<file path="src/rtl/dflop_pkg.sv">
// Shared definitions for the D flip-flop checkers: monitor state encoding,
// golden-model priority constants, default widths and the next-state helper.
package dflop_pkg;

    // Monitor states: UNINIT = model value unknown, ARMED = comparing,
    // HALT = stopped after the first failure (left only by reset).
    typedef enum logic [1:0] {
        UNINIT = 2'd0,
        ARMED  = 2'd1,
        HALT   = 2'd2
    } monState_t;

    // Value forced by each control; reset_n has priority over set_n over d.
    localparam logic Q_ON_RESET = 1'b0;
    localparam logic Q_ON_SET   = 1'b1;

    // Default counter widths.
    localparam int DEF_CNT_W = 8;
    localparam int DEF_CYC_W = 16;

    // Next flop value for one clock edge given the sampled stimulus.
    function automatic logic nextQ(input logic d, input logic set_n, input logic reset_n);
        if (!reset_n)
            return Q_ON_RESET;
        else if (!set_n)
            return Q_ON_SET;
        else
            return d;
    endfunction

    // Both active-low controls asserted together leaves the flop undefined.
    function automatic logic ctrlIllegal(input logic set_n, input logic reset_n);
        return (!set_n) && (!reset_n);
    endfunction

endpackage

</file>
<file path="src/rtl/dflop_if.sv">
// Stimulus/response bundle of a single D flip-flop. The master side drives
// the flop's inputs and presents its outputs; the slave side only observes.
interface dflop_if;
    logic obs_d;
    logic obs_set_n;
    logic obs_reset_n;
    logic obs_q;
    logic obs_qbar;

    modport master (
        output obs_d,
        output obs_set_n,
        output obs_reset_n,
        output obs_q,
        output obs_qbar
    );

    modport slave (
        input obs_d,
        input obs_set_n,
        input obs_reset_n,
        input obs_q,
        input obs_qbar
    );
endinterface

</file>
<file path="src/rtl/dflop_model.sv">
// Golden D flip-flop. q_exp is the value the flop captured at the last edge;
// exp is what its q output should show right now, including the immediate
// effect of the asynchronous controls when ASYNC_CTRL is set.
module dflop_model
    import dflop_pkg::*;
#(
    parameter int unsigned ASYNC_CTRL = 1
) (
    input  logic clk,
    input  logic reset,
    input  logic d,
    input  logic set_n,
    input  logic reset_n,
    output logic q_exp,
    output logic exp
);

    logic r_qExp;

    // Capture the value the real flop takes at this edge.
    always_ff @(posedge clk) begin
        if (reset)
            r_qExp <= Q_ON_RESET;
        else
            r_qExp <= nextQ(d, set_n, reset_n);
    end

    assign q_exp = r_qExp;

    // Asynchronous controls override the stored value as soon as they assert;
    // synchronous controls only show up after the next edge.
    generate
        if (ASYNC_CTRL != 0) begin : g_asyncExp
            always_comb begin
                exp = r_qExp;
                if (!reset_n)
                    exp = Q_ON_RESET;
                else if (!set_n)
                    exp = Q_ON_SET;
            end
        end else begin : g_syncExp
            assign exp = r_qExp;
        end
    endgenerate

endmodule

</file>
<file path="src/rtl/dflop_monitor.sv">
// Response checker for one D flip-flop: tracks a golden model, compares the
// observed q/qbar every enabled cycle, counts failures and stamps the first.
module dflop_monitor
    import dflop_pkg::*;
#(
    parameter int unsigned ASYNC_CTRL   = 1,
    parameter int          CNT_W        = DEF_CNT_W,
    parameter int          CYC_W        = DEF_CYC_W,
    parameter int unsigned STOP_ON_FAIL = 0
) (
    input  logic             clk,
    input  logic             reset,
    input  logic             en,
    dflop_if.slave           obs,
    output logic             err,
    output logic             compl_err,
    output logic             illegal_ctrl,
    output logic [CNT_W-1:0] err_count,
    output logic             first_err_valid,
    output logic [CYC_W-1:0] first_err_cycle,
    output logic             armed
);

    monState_t        r_state;
    logic             r_armed;
    logic             r_err;
    logic             r_complErr;
    logic             r_illegalCtrl;
    logic [CNT_W-1:0] r_errCount;
    logic             r_firstErrValid;
    logic [CYC_W-1:0] r_firstErrCycle;
    logic [CYC_W-1:0] r_cycleCnt;

    logic w_qExp;
    logic w_exp;
    logic w_expNow;
    logic w_illegal;
    logic w_dataMis;
    logic w_complMis;

    dflop_model #(
        .ASYNC_CTRL (ASYNC_CTRL)
    ) u_model (
        .clk     (clk),
        .reset   (reset),
        .d       (obs.obs_d),
        .set_n   (obs.obs_set_n),
        .reset_n (obs.obs_reset_n),
        .q_exp   (w_qExp),
        .exp     (w_exp)
    );

    // With synchronous controls the captured model value is the expectation.
    assign w_expNow   = (ASYNC_CTRL != 0) ? w_exp : w_qExp;
    assign w_illegal  = ctrlIllegal(obs.obs_set_n, obs.obs_reset_n);
    assign w_dataMis  = (obs.obs_q != w_expNow);
    assign w_complMis = (obs.obs_q == obs.obs_qbar);

    // Monitor FSM with all status outputs registered. Illegal controls always
    // drop the monitor back to UNINIT, even with en low, because the model
    // value is no longer trustworthy; otherwise en low freezes the state.
    always_ff @(posedge clk) begin
        if (reset) begin
            r_state         <= UNINIT;
            r_armed         <= 1'b0;
            r_err           <= 1'b0;
            r_complErr      <= 1'b0;
            r_illegalCtrl   <= 1'b0;
            r_errCount      <= '0;
            r_firstErrValid <= 1'b0;
            r_firstErrCycle <= '0;
            r_cycleCnt      <= '0;
        end else begin
            r_err         <= 1'b0;
            r_complErr    <= 1'b0;
            r_illegalCtrl <= w_illegal;
            case (r_state)
                UNINIT: begin
                    r_cycleCnt <= r_cycleCnt + CYC_W'(1);
                    if (en && !w_illegal) begin
                        r_state <= ARMED;
                        r_armed <= 1'b1;
                    end
                end
                ARMED: begin
                    r_cycleCnt <= r_cycleCnt + CYC_W'(1);
                    if (w_illegal) begin
                        r_state <= UNINIT;
                        r_armed <= 1'b0;
                    end else if (en && (w_dataMis || w_complMis)) begin
                        r_err      <= 1'b1;
                        r_complErr <= w_complMis;
                        if (!(&r_errCount))
                            r_errCount <= r_errCount + CNT_W'(1);
                        if (!r_firstErrValid) begin
                            r_firstErrValid <= 1'b1;
                            r_firstErrCycle <= r_cycleCnt;
                        end
                        if (STOP_ON_FAIL != 0) begin
                            r_state <= HALT;
                            r_armed <= 1'b0;
                        end
                    end
                end
                HALT: begin
                end
                default: begin
                    r_state <= UNINIT;
                    r_armed <= 1'b0;
                end
            endcase
        end
    end

    assign err             = r_err;
    assign compl_err       = r_complErr;
    assign illegal_ctrl    = r_illegalCtrl;
    assign err_count       = r_errCount;
    assign first_err_valid = r_firstErrValid;
    assign first_err_cycle = r_firstErrCycle;
    assign armed           = r_armed;

endmodule

</file>
<file path="src/flat_wrapper.sv">
// flat-port wrapper written by rule: the top's interface ports become plain ports
module dflop_monitor_flat import dflop_pkg::*;
#(
    parameter int unsigned ASYNC_CTRL   = 1,
    parameter int          CNT_W        = DEF_CNT_W,
    parameter int          CYC_W        = DEF_CYC_W,
    parameter int unsigned STOP_ON_FAIL = 0
)
  (clk, reset, en, err, compl_err, illegal_ctrl, err_count, first_err_valid, first_err_cycle, armed, obs_obs_d, obs_obs_set_n, obs_obs_reset_n, obs_obs_q, obs_obs_qbar);
  dflop_if obs_i ();
  input  logic clk;
  input  logic reset;
  input  logic en;
  output logic err;
  output logic compl_err;
  output logic illegal_ctrl;
  output logic [CNT_W-1:0] err_count;
  output logic first_err_valid;
  output logic [CYC_W-1:0] first_err_cycle;
  output logic armed;
  input wire logic [$bits(obs_i.obs_d)-1:0] obs_obs_d;
  input wire logic [$bits(obs_i.obs_set_n)-1:0] obs_obs_set_n;
  input wire logic [$bits(obs_i.obs_reset_n)-1:0] obs_obs_reset_n;
  input wire logic [$bits(obs_i.obs_q)-1:0] obs_obs_q;
  input wire logic [$bits(obs_i.obs_qbar)-1:0] obs_obs_qbar;
  assign obs_i.obs_d = obs_obs_d;
  assign obs_i.obs_set_n = obs_obs_set_n;
  assign obs_i.obs_reset_n = obs_obs_reset_n;
  assign obs_i.obs_q = obs_obs_q;
  assign obs_i.obs_qbar = obs_obs_qbar;
  dflop_monitor #(.ASYNC_CTRL(ASYNC_CTRL), .CNT_W(CNT_W), .CYC_W(CYC_W), .STOP_ON_FAIL(STOP_ON_FAIL)) u_core (.clk(clk), .reset(reset), .en(en), .obs(obs_i), .err(err), .compl_err(compl_err), .illegal_ctrl(illegal_ctrl), .err_count(err_count), .first_err_valid(first_err_valid), .first_err_cycle(first_err_cycle), .armed(armed));
endmodule
</file>
<file path="config.mk">
export PLATFORM = sky130hd
export DESIGN_NAME = dflop_monitor_flat
export DESIGN_NICKNAME = d
export VERILOG_FILES = /design/src/rtl/dflop_pkg.sv /design/src/rtl/dflop_if.sv /design/src/rtl/dflop_model.sv /design/src/rtl/dflop_monitor.sv /design/src/flat_wrapper.sv
export SDC_FILE = /design/constraint.sdc
export NUM_CORES = 1
export LEC_CHECK = 0
export CORE_ASPECT_RATIO = 0.7
export CORE_MARGIN = 2
export CORE_UTILIZATION = 30
export DETAILED_ROUTE_END_ITERATION = 8
export SYNTH_ARGS = -nofsm -noshare
export SYNTH_HDL_FRONTEND = slang
export SYNTH_SLANG_ARGS = --single-unit
</file>
<file path="constraint.sdc">
create_clock -name clk -period 3.3 [get_ports clk]
set_input_delay 0.66 -clock clk [delete_from_list [all_inputs] [get_ports clk]]
set_output_delay 0.66 -clock clk [all_outputs]
set_load 0.05 [all_outputs]
</file>
## Yosys cells after proc, flatten, opt, wreduce, memory -nomap -nowiden

Cells that the tools add are included.

| storage, ports and cells | value |
|---|---|
| bits in registers | 48 |
| word-level logic and storage cells | 52 |
| output and inout port bits | 29 |
| input bits | 8 |

| cells by class | value |
|---|---|
| eq/ne operators | 6 |
| multiplexer cells | 10 |
| reductions and logical operators | 17 |
| bitwise operators | 7 |
| $add $sub $neg | 2 |

Operator list:

| cell | number |
|---|---|
| adder 16 x 1 -> 16 bit, second input constant | 1 |
| adder 8 x 1 -> 8 bit, second input constant | 1 |
| AND reduction 4 bit | 2 |
| AND reduction 8 bit | 1 |
| NOT 1 bit | 7 |
| two-way mux 1 bit | 6 |
| one-hot mux 2 bit (3 select lines) | 1 |
| AND reduction 3 bit | 2 |
| two-way mux 2 bit | 2 |
| inequality test 2 x 1 -> 1 bit, second input constant | 2 |
| OR reduction 2 bit | 2 |
| OR reduction 4 bit | 1 |
| logical AND 1 bit | 3 |
| logical NOT 1 bit | 3 |
| one-hot mux 1 bit (3 select lines) | 1 |
| OR reduction 3 bit | 1 |
| equality test 2 x 1 -> 1 bit, second input constant | 1 |
| equality test 2 bit, second input constant | 1 |
| logical NOT 2 bit | 1 |
| equality test 1 bit | 1 |
| logical OR 1 bit | 1 |
| inequality test 1 bit | 1 |

## Depth between registers and ports, before layout

Gate-level depths: netlist (run 1).

| depth | value |
|---|---|
| word-level depth | 7 |
| depth in mapped cells | 6 |
| depth with buffers taken out | 5 |

## By module

From an unflattened synthesis (run 1), not the netlist that was laid out.

| unflattened totals | value |
|---|---|
| cells, all modules | 211 |
| area, all modules | 1888.1 µm² |

By module, submodules not included:

| module | cells each | area each (µm²) | sequential area each (µm²) | times used |
|---|---|---|---|---|
| dflop_monitor | 206 | 1830.5 | 900.9 | 1 |
| dflop_model | 5 | 57.6 | 20.0 | 1 |

## Worst setup path before layout (run 1)

No wires, ideal clock.

| timing | value |
|---|---|
| path kind | reg2reg |
| start | register u_core.r_errCount[1], in the netlist u_core.err_count[1] |
| end | register u_core.r_errCount[2], in the netlist u_core.err_count[2] |
| path buffers | 0 |
| path slack | 1.423 ns |
| arrival time | 1.756 ns |
| setup time | 0.121 ns |
| cell stages (with the launch flop) | 6 |
| data required time | 3.179 ns |
| clock period less this slack | 1.877 ns |
| path through | dfxtp_1 -> ha_1 -> nand2_1 -> nor3_2 -> nor3b_1 -> mux2_2 |

| on the way | value |
|---|---|
| longest elaborated chain between the ends | 3 |
| elaborated cells on any way between the ends | 4 |
| those cells by class | add/sub: 1; bitwise: 1; reduce/logical: 2 |

Ends and longest elaborated chain:

| what | line | RTL |
|---|---|---|
| from (decl) | dflop_monitor.sv:29 | `logic [CNT_W-1:0] r_errCount;` |
| from (signal assigned) | dflop_monitor.sv:94 | `r_errCount <= r_errCount + CNT_W'(1);` |
| parallel branches: the longest is 3 deep, another holds adder 8 x 1 -> 8 bit | -- |  |

Several ways; the timed one is not identified.
A chain may end at the register's enable or synchronous reset.

## Worst setup path in the final report (run 1)

| timing | value |
|---|---|
| start | register u_core.r_errCount[3], in the netlist u_core.err_count[3] |
| end | output err_count[3] |

RTL lines:

| what | line | RTL |
|---|---|---|
| to (decl) | flat_wrapper.sv:17 | `output logic [CNT_W-1:0] err_count;` |

No word-level cell between the ends.

==> impl_metrics.json, run 1 <==
{
  "clock_sinks": 46,
  "synth-main-ff-cell": "dfxtp_1",
  "comb_power_share_pct": 6.8,
  "finalSetupViolCount": 0,
  "slew-limit-headroom_pct": 63.7,
  "synth_edf_count": 0,
  "ctsResizeCount": 0,
  "clockBufferDepth": 2,
  "cts_tree": "yes",
  "path_clk_slew_ns": 0.08,
  "ys_seq_area_share_pct": 49.6,
  "clkLatencyLatePin_ns": 0.30,
  "path_class": "register to primary output",
  "slowest_delay_ns": 0.85,
  "fillers": 559,
  "die_w_um": 98,
  "dp_cells": 295,
  "drc_errors": 0,
  "grt-ovfl-total": 0,
  "synth.top_cell.area_share_pct": 49.6,
  "antenna_found_initial": 0,
  "portBuffers": 36,
  "worst-path-buf-inv": 1,
  "nets": 237,
  "r2r_setup_slack_ns": 1.59,
  "wl_um": 3570,
  "grt_pass1_wl_um": 6090,
  "async_flop_share_pct": 0,
  "p_int_uw": 739,
  "fin_crit_ns": 2.25,
  "die_area_um2": 6840,
  "final_common_cell": "dfxtp_1",
  "fin_tns_setup_ns": 0,
  "worst_pin_slew_ns": 0.544,
  "synth_warnings": 0,
  "p_sw_uw": 240,
  "max_freq_mhz": 444,
  "syn_inst": 191,
  "arrival_ns": 1.59,
  "powerDensity_nw_per_um2": 412,
  "cts_root_buffer": "clkbuf_8",
  "drtAntennaViolNets": 0,
  "die_y_um": 69.8,
  "seq_power_share_pct": 58.1,
  "finalHoldViolCount": 0,
  "drt_iter0_markers": 74,
  "viasPerCell": 4.67,
  "cp.required_ns": 2.64,
  "fin_worst_skew_ns": 0.00700,
  "final_cell_mix": "dfxtp_1 (46), nor2_1 (37), clkdlybuf4s50_1 (36)",
  "core_area_um2": 5840,
  "cts_setup_buffers": 0,
  "numCtsBuffers": 5,
  "cp_cell_sequence": "clkdlybuf4s50_1",
  "layout-drive-gt1-share_pct": 6.58,
  "synth_area_leaders": "dfxtp_1 (50%), mux2i_1 (9.2%), nor2_1 (7.5%), xor2_1 (6.1%), nand3_1 (2.7%)",
  "cts_hold_buf": 0,
  "endpoint_kind": "primary output",
  "via_count": 1414,
  "grt_max_degree": 51,
  "syn_area_per_cell_um2": 9.71,
  "netlist_area_um2": 1860,
  "run_status": "finished, final reports clean",
  "yosysTopAreaCell": "dfxtp_1",
  "slew_viol_final": 0,
  "grt.total_usage_pct": 11.0,
  "ys_seq_elements": 46,
  "wl_per_cell_um": 11.8,
  "dpl.hpwl_um": 2390,
  "syn_to_final_growth_pct": 28.0,
  "rsz0062_at_grt": "no",
  "pin_count": 37,
  "synth.distinct_cells": 34,
  "holdCritPathClass": "register to register",
  "max_cap_viol_count": 0,
  "row_count": 23,
  "n_antenna_cell": 0,
  "start_kind": "register",
  "leakage_nw": 0.957,
  "grt_pass1_vias": 1289,
  "irDropWorstVdd_mv": 0.132,
  "final_cells": 303,
  "drt_first_pass_iters": 4,
  "h-tree-depth": 2,
  "swShare_pct": 24.5,
  "pwr-share-clk_pct": 35.1,
  "critPathMaxFanout": 7,
  "start_util_pct": 31.8,
  "gp_congestion": 0.804,
  "crit_path_top_delay_cell": "clkdlybuf4s50_1",
  "critPathTopFamily": "buffers and inverters",
  "fin_crit_sh_pct": 68.2,
  "syn_nets": 201
}
[cells by family after synthesis]
group | Yosys count | synth area share, %
buffers and inverters | 11 | 3.03
AOI/OAI and AO/OA | 13 | 4.38
DFF | 46 | 49.6
muxes | 20 | 11.0
adders and majority gates | 2 | 1.35
xor gates and xnor gates | 15 | 7.08
and+or+nand+nor | 84 | 23.5
[registers in the layout, indices dropped and copies added, names as in the netlist]
name / flops
u_core.err_count: 8
u_core.r_cycleCnt: 16
u_core.compl_err: 1
u_core.first_err_valid: 1
u_core.armed: 1
u_core.illegal_ctrl: 1
u_core.first_err_cycle: 16
u_core.err: 1
u_core.u_model.q_exp: 1
[path summary, 6_finish.rpt]
path / startpoint / endpoint / depth (start not counted)
min: u_core.first_err_valid$_SDFFE_PP0P_ / u_core.first_err_valid$_SDFFE_PP0P_ / 2
max reg2reg: u_core.err_count[0]$_SDFFE_PP0P_ / u_core.err_count[2]$_SDFFE_PP0P_ / 5
max: u_core.err_count[3]$_SDFFE_PP0P_ / err_count[3] / 1
min reg2reg: u_core.first_err_valid$_SDFFE_PP0P_ / u_core.first_err_valid$_SDFFE_PP0P_ / 2
[per-layer routing]
| layer | GRT usage [%] | vias to the layer above | wire length [µm] | share of wire [%] |
|---|---|---|---|---|
| li1 | - | 726 | - | - |
| met1 | 14.8 | 653 | 1780 | 50 |
| met2 | 15.0 | 27 | 1480 | 41 |
| met3 | 4.74 | 8 | 245 | 6.9 |
| met4 | 5.09 | 0 | 65 | 1.8 |
| met5 | 0 | - | 0 | 0 |
[synthesized netlist by cell type, drive strengths merged, types with 3 or more instances]
master and instances:
a21oi 6, and3 4, buf 4, clkbuf 4, dfxtp 46, inv 3, mux2 3, mux2i 17
nand2 5, nand2b 3, nand3 11, nand4 4, nor2 37, nor2b 5, nor3 4, or4 3
xor2 13
[cell type report]
class / instances / area (µm²) / share of cell area (%)
clock inverters: 3 / 21.3 / 0.896
clock buffers: 5 / 68.8 / 2.90
inverters: 3 / 11.3 / 0.474
well taps: 75 / 93.8 / 3.95
multi-input cells: 134 / 878 / 37.0
repair buffers: 37 / 380 / 16.0
flip-flops and latches: 46 / 921 / 38.8
[metrics by stage]
step | hold WS (ns) | setup WS [ns] | util (%) | power, mW | area, µm²
global placement | 0.467 | 0.820 | 39.1 | 0.649 | 2280
detailed placement | 0.466 | 0.771 | 39.1 | 0.649 | 2280
global route | 0.489 | 0.931 | 40.7 | 1.03 | 2370
floorplan | 0.448 | 1.42 | - | 0.624 | 1860
finish | 0.472 | 1.05 | 40.7 | 0.979 | 2370
CTS | 0.480 | 1.03 | 40.7 | 0.997 | 2370
[power by group through the flow]
stage | registers, mW | logic, mW | clock network [mW]
final | 0.569 | 0.0669 | 0.344
after global routing | 0.570 | 0.0719 | 0.384
after CTS | 0.569 | 0.0678 | 0.360
after detailed placement | 0.582 | 0.0675 | 0
after global placement | 0.582 | 0.0673 | 0
after floorplan | 0.592 | 0.0312 | 0
No activity file was read; power rests on OpenSTA's default activity.
==> inputs of run 2 (changes only) <==
Clock period 3.3 ns to 1.9 ns, I/O delays scaled along.
==> impl_metrics.json, run 2 (synthesized netlist as in run 1, its figures left out) <==
{
  "run_status": "finished, final reports clean",
  "drt_first_pass_iters": 4,
  "worst-path-buf-inv": 1,
  "max_freq_mhz": 546,
  "fin_crit_sh_pct": 96.4,
  "holdCritPathClass": "register to register",
  "arrival_ns": 1.45,
  "worst_pin_slew_ns": 0.504,
  "p_total_mw": 1.84,
  "fin_crit_ns": 1.83,
  "die_area_um2": 6840,
  "grt-ovfl-total": 0,
  "clock_sinks": 46,
  "pre_cts_ws_ns": -0.262,
  "dpl.hpwl_um": 2410,
  "die_w_um": 98,
  "drtAntennaViolNets": 0,
  "start_util_pct": 31.8,
  "worst_slack_ns": 0.0679,
  "row_count": 23,
  "h-tree-depth": 2,
  "die_y_um": 69.8,
  "layout-drive-gt1-share_pct": 15.2,
  "slew_viol_final": 0,
  "start_kind": "register",
  "endpoint_kind": "primary output",
  "slowest_delay_ns": 0.80,
  "wl_um": 3510,
  "rsz0062_at_grt": "no",
  "portBuffers": 36,
  "fin_worst_skew_ns": 0.00668,
  "final_cell_mix": "dfxtp_1 (46), nor2_1 (37), clkdlybuf4s50_1 (21)",
  "powerDensity_nw_per_um2": 746,
  "drt_iter0_markers": 56,
  "syn_to_final_growth_pct": 32.9,
  "drc_errors": 0,
  "n_antenna_cell": 0,
  "leakage_nw": 1.11,
  "wl_per_cell_um": 11.3,
  "numCtsBuffers": 5,
  "critPathMaxFanout": 2,
  "gp_congestion": 0.764,
  "crit_path_top_delay_cell": "clkdlybuf4s50_1",
  "path_class": "register to primary output",
  "viasPerCell": 4.58,
  "antenna_found_initial": 0,
  "grt.total_usage_pct": 11.2,
  "slew-limit-headroom_pct": 66.3,
  "clkLatencyLatePin_ns": 0.30,
  "fillers": 577,
  "critPathTopFamily": "buffers and inverters",
  "grt_pass1_wl_um": 6380,
  "cts_hold_buf": 0,
  "cts_tree": "yes",
  "finalHoldViolCount": 0,
  "cp_cell_sequence": "clkdlybuf4s50_1",
  "grt_pass1_vias": 1369,
  "final_common_cell": "dfxtp_1",
  "finalSetupViolCount": 0,
  "core_area_um2": 5840,
  "clockBufferDepth": 2,
  "via_count": 1428,
  "cp.required_ns": 1.52,
  "max_cap_viol_count": 0,
  "path_clk_slew_ns": 0.09,
  "irDropWorstVdd_mv": 0.345,
  "nets": 246,
  "pin_count": 37,
  "grt_max_degree": 51,
  "cts_root_buffer": "clkbuf_8"
}
==> run 2: cell count changes in the layout (fill, tap and decap cells not counted) <==
| cell | previous run | this run |
|---|---|---|
| bufinv_16 | 0 | 1 |
| buf_12 | 1 | 2 |
| clkdlybuf4s50_1 | 36 | 21 |
| clkinv_4 | 1 | 0 |
| clkinvlp_4 | 1 | 0 |
| nor4_2 | 0 | 1 |
| nor4_1 | 1 | 0 |
| inv_6 | 0 | 1 |
| dlymetal6s2s_1 | 0 | 4 |
| buf_4 | 0 | 19 |
==> run 2: report_power, final <==
part	internal (mW)	switching (mW)
Combinational	0.0583	0.0699
Sequential	0.976	0.0113
Clock	0.394	0.330
Total	1.43	0.411
==> run 2: per-layer routing <==
metal | GRT usage, % | up-vias | routed length (µm)
li1 | - | 744 | -
met1 | 14.8 | 645 | 1790
met2 | 16.5 | 32 | 1460
met3 | 4.23 | 7 | 212
met4 | 4.17 | 0 | 56
met5 | 0 | - | 0
==> run 2: timing repair <==
action | CTS | global route
setup endpoints to repair | 0 | 5
setup buffers | 0 | 0
endpoints found under the hold margin | 0 | 0
gates resized for setup | 0 | 5
==> run 2: final cells by class <==
class | instances | area (µm²) | area share, %
sequential | 46 | 921 | 37.3
clock inverter | 3 | 43.8 | 1.78
inverter | 3 | 11.3 | 0.457
clock buffer | 5 | 68.8 | 2.79
multi-input combinational | 134 | 885 | 35.9
timing repair buffer | 46 | 443 | 18.0
tap | 75 | 93.8 | 3.81
==> run 2: per-stage QoR <==
step,utilization (%),cell area [µm²],setup TNS (ns),hold WS (ns),instances
final,42.2,2470,0,0.479,312
after global routing,42.2,2470,0,0.503,312
after CTS,41.9,2450,0,0.486,312
after detailed placement,40.0,2340,-2.38,0.484,304
after global placement,40.0,2340,-1.53,0.461,304
after floorplan,-,1860,0,0.448,191
==> run 2: final timing paths <==
kind | from | slack (ns) | depth (start not counted) | end
worst max-delay path | u_core.first_err_cycle[15]$_SDFFE_PP0P_ | 0.07 | 1 | first_err_cycle[15]
worst min-delay path | u_core.first_err_valid$_SDFFE_PP0P_ | 0.48 | 2 | u_core.first_err_valid$_SDFFE_PP0P_
worst max register to register | u_core.err_count[0]$_SDFFE_PP0P_ | 0.30 | 6 | u_core.err_count[3]$_SDFFE_PP0P_
worst min register to register | u_core.first_err_valid$_SDFFE_PP0P_ | 0.48 | 2 | u_core.first_err_valid$_SDFFE_PP0P_
==> run 2: tightest hold or removal path, cell delays in order (launching register included) <==
cell     delay (ns)
dfxtp_1        0.33
inv_1          0.05
a21oi_1        0.05
==> inputs of run 3 (changes only) <==
Settings changed: SYNTH_HIERARCHICAL set to 1.
==> impl_metrics.json, run 3 <==
{
  "fin_crit_sh_pct": 96.8,
  "syn_to_final_growth_pct": 35.8,
  "holdCritPathClass": "register to register",
  "run_status": "finished, final reports clean",
  "yosysTopAreaCell": "dfxtp_1",
  "drc_errors": 0,
  "endpoint_kind": "register",
  "worst_slack_ns": 0.0609,
  "synth_most_common_cell": "dfxtp_1",
  "start_util_pct": 30.7,
  "synth.distinct_cells": 36,
  "fin_crit_ns": 1.84,
  "h-tree-depth": 2,
  "async_flop_share_pct": 0,
  "syn_inst": 211,
  "numCtsBuffers": 5,
  "grt_pass1_vias": 1449,
  "finalHoldViolCount": 0,
  "pwr-share-clk_pct": 38.6,
  "antenna_found_initial": 0,
  "nets": 271,
  "crit_end": "u_core/err_count[5]$_SDFFE_PP0P_",
  "wl_um": 4160,
  "final_cell_mix": "dfxtp_1 (45), buf_4 (28), nor2_1 (23)",
  "drt_first_pass_iters": 4,
  "p_sw_uw": 425,
  "cts_tree": "yes",
  "placed_area_um2": 2420,
  "layout-drive-gt1-share_pct": 19.8,
  "reg2regPathDepth": 6,
  "final_common_cell": "dfxtp_1",
  "gp_congestion": 0.806,
  "clockBufferDepth": 2,
  "irDropWorstVdd_mv": 0.291,
  "worst_pin_slew_ns": 0.514,
  "finalSetupViolCount": 0,
  "fin_worst_skew_ns": 0.0104,
  "leakage_nw": 0.938,
  "n_antenna_cell": 0,
  "fillers": 615,
  "netlist_area_um2": 1890,
  "cts_hold_buf": 0,
  "portBuffers": 36,
  "wl_per_cell_um": 12.2,
  "multi_input_area_um2": 946,
  "path_clk_slew_ns": 0.09,
  "synth_edf_count": 0,
  "start_kind": "primary input",
  "arrival_ns": 2.03,
  "crit-reg2reg-launch": "u_core/u_model/q_exp$_SDFF_PP0_",
  "row_count": 24,
  "pre_cts_ws_ns": -0.477,
  "synth_area_leaders": "dfxtp_1 (49%), a21oi_1 (5.8%), xor2_1 (4.6%), nor2_1 (4.6%), o21ai_0 (4.5%)",
  "clock_sinks": 46,
  "synth.top_cell.area_share_pct": 48.8,
  "r2r_setup_slack_ns": 0.15,
  "clkLatencyLatePin_ns": 0.30,
  "drt_iter0_markers": 65,
  "dp_cells": 330,
  "slew_viol_final": 0,
  "grt-ovfl-total": 0,
  "die_y_um": 70.4,
  "core_area_um2": 6160,
  "die_w_um": 98.8,
  "p_int_mw": 1.43,
  "final_cells": 340,
  "rsz0062_at_grt": "no",
  "synth_warnings": 6,
  "path_class": "primary input to register",
  "swShare_pct": 22.9,
  "die_area_um2": 6950,
  "post-route-util_pct": 41.6,
  "grt_max_degree": 50,
  "synth-main-ff-cell": "dfxtp_1",
  "critPathMaxFanout": 5,
  "fin_tns_setup_ns": 0,
  "seq_area_um2": 922,
  "yosys-top-cells-count": "dfxtp_1 (46), nor2_1 (23), a21oi_1 (22), nand2_1 (22), o21ai_0 (17)",
  "seq_power_share_pct": 53.3,
  "slew-limit-headroom_pct": 65.6,
  "comb_power_share_pct": 8.1,
  "syn_area_per_cell_um2": 8.95,
  "max_freq_mhz": 544,
  "ys_seq_area_share_pct": 48.8,
  "powerDensity_nw_per_um2": 724,
  "startpoint": "obs_obs_qbar",
  "via_count": 1641,
  "ys_seq_elements": 46,
  "p_total_mw": 1.86,
  "pin_count": 37,
  "viasPerCell": 4.83,
  "max_cap_viol_count": 0,
  "whs_ns": 0.465,
  "drtAntennaViolNets": 0,
  "grt.total_usage_pct": 12.6,
  "grt_pass1_wl_um": 7050,
  "cp.required_ns": 2.09,
  "dpl.hpwl_um": 2770,
  "reg2reg_to": "u_core/err_count[5]$_SDFFE_PP0P_",
  "fin_area_um2": 2560,
  "cts_root_buffer": "clkbuf_8",
  "syn_nets": 221
}
run 3: cell count changes after synthesis, sizes merged, moves of 4 or more:
| cell | before | now |
|---|---|---|
| nand2 | 5 | 22 |
| clkbuf | 4 | 8 |
| mux2i | 17 | 1 |
| nor2 | 37 | 23 |
| o21ai | 1 | 17 |
| a21oi | 6 | 22 |
run 3: per-layer routing:
metal	up-vias	GRT usage, %	part of all wire [%]
li1	845	-	-
met1	770	18.5	53
met2	22	16.9	42
met3	4	4.30	3.8
met4	0	4.41	0.89
met5	-	0	0
run 3: cells by family (layout without fill, tap and decap cells):
family | count (synthesis) | in the layout | share of synthesized area [%]
mux | 4 | 4 | 2.32
buf+inv | 13 | 63 | 2.98
flops | 46 | 46 | 48.8
compound gates | 50 | 51 | 15.9
fa+ha+maj | 2 | 2 | 1.33
simple gates | 84 | 84 | 23.1
xor+xnor | 12 | 12 | 5.57
run 3: worst min-delay path by stage:
stage,start,endpoint,slack [ns],depth (start not counted)
6_report,u_core/r_cycleCnt[15]$_SDFF_PP0_,u_core/first_err_cycle[15]$_SDFFE_PP0P_,0.46,2
5_1_grt,u_core/r_cycleCnt[15]$_SDFF_PP0_,u_core/first_err_cycle[15]$_SDFFE_PP0P_,0.49,2
4_1_cts,u_core/r_cycleCnt[15]$_SDFF_PP0_,u_core/first_err_cycle[15]$_SDFFE_PP0P_,0.46,2
3_5_place_dp,u_core/r_cycleCnt[15]$_SDFF_PP0_,u_core/first_err_cycle[15]$_SDFFE_PP0P_,0.46,2
3_3_place_gp,u_core/r_cycleCnt[15]$_SDFF_PP0_,u_core/first_err_cycle[15]$_SDFFE_PP0P_,0.45,2
2_1_floorplan,u_core/r_cycleCnt[0]$_SDFF_PP0_,u_core/r_cycleCnt[0]$_SDFF_PP0_,0.44,1
run 3: area by class of cell:
type | count | area share (%)
inverters | 3 | 0.439
repair buffers | 52 | 18.6
clock buffers | 5 | 2.68
flip-flops and latches | 46 | 36.0
well taps | 78 | 3.81
clock inverters | 3 | 1.56
multi-input cells | 153 | 36.9
run 3: worst max-delay path: stages:
cell             delay, ns
clkdlybuf4s50_1       0.48
and2b_4               0.20
a211o_4               0.36
nor4_2                0.26
mux2_2                0.36
run 3: timing repair:
item / in CTS / in global routing
buffers inserted: 1 / 0
gates resized for setup: 6 / 1
cloned: 1 / 0
pin swaps: 3 / 3
endpoints found under the setup margin: 6 / 5
run 3: power by group through the flow:
stage                     registers (mW)  logic (mW)  clock network [mW]
after global placement              1.01       0.145                   0
after floorplan                     1.03      0.0587                   0
final                              0.990       0.151               0.716
after global routing               0.993       0.165               0.779
after detailed placement            1.01       0.147                   0
after CTS                          0.990       0.151               0.742
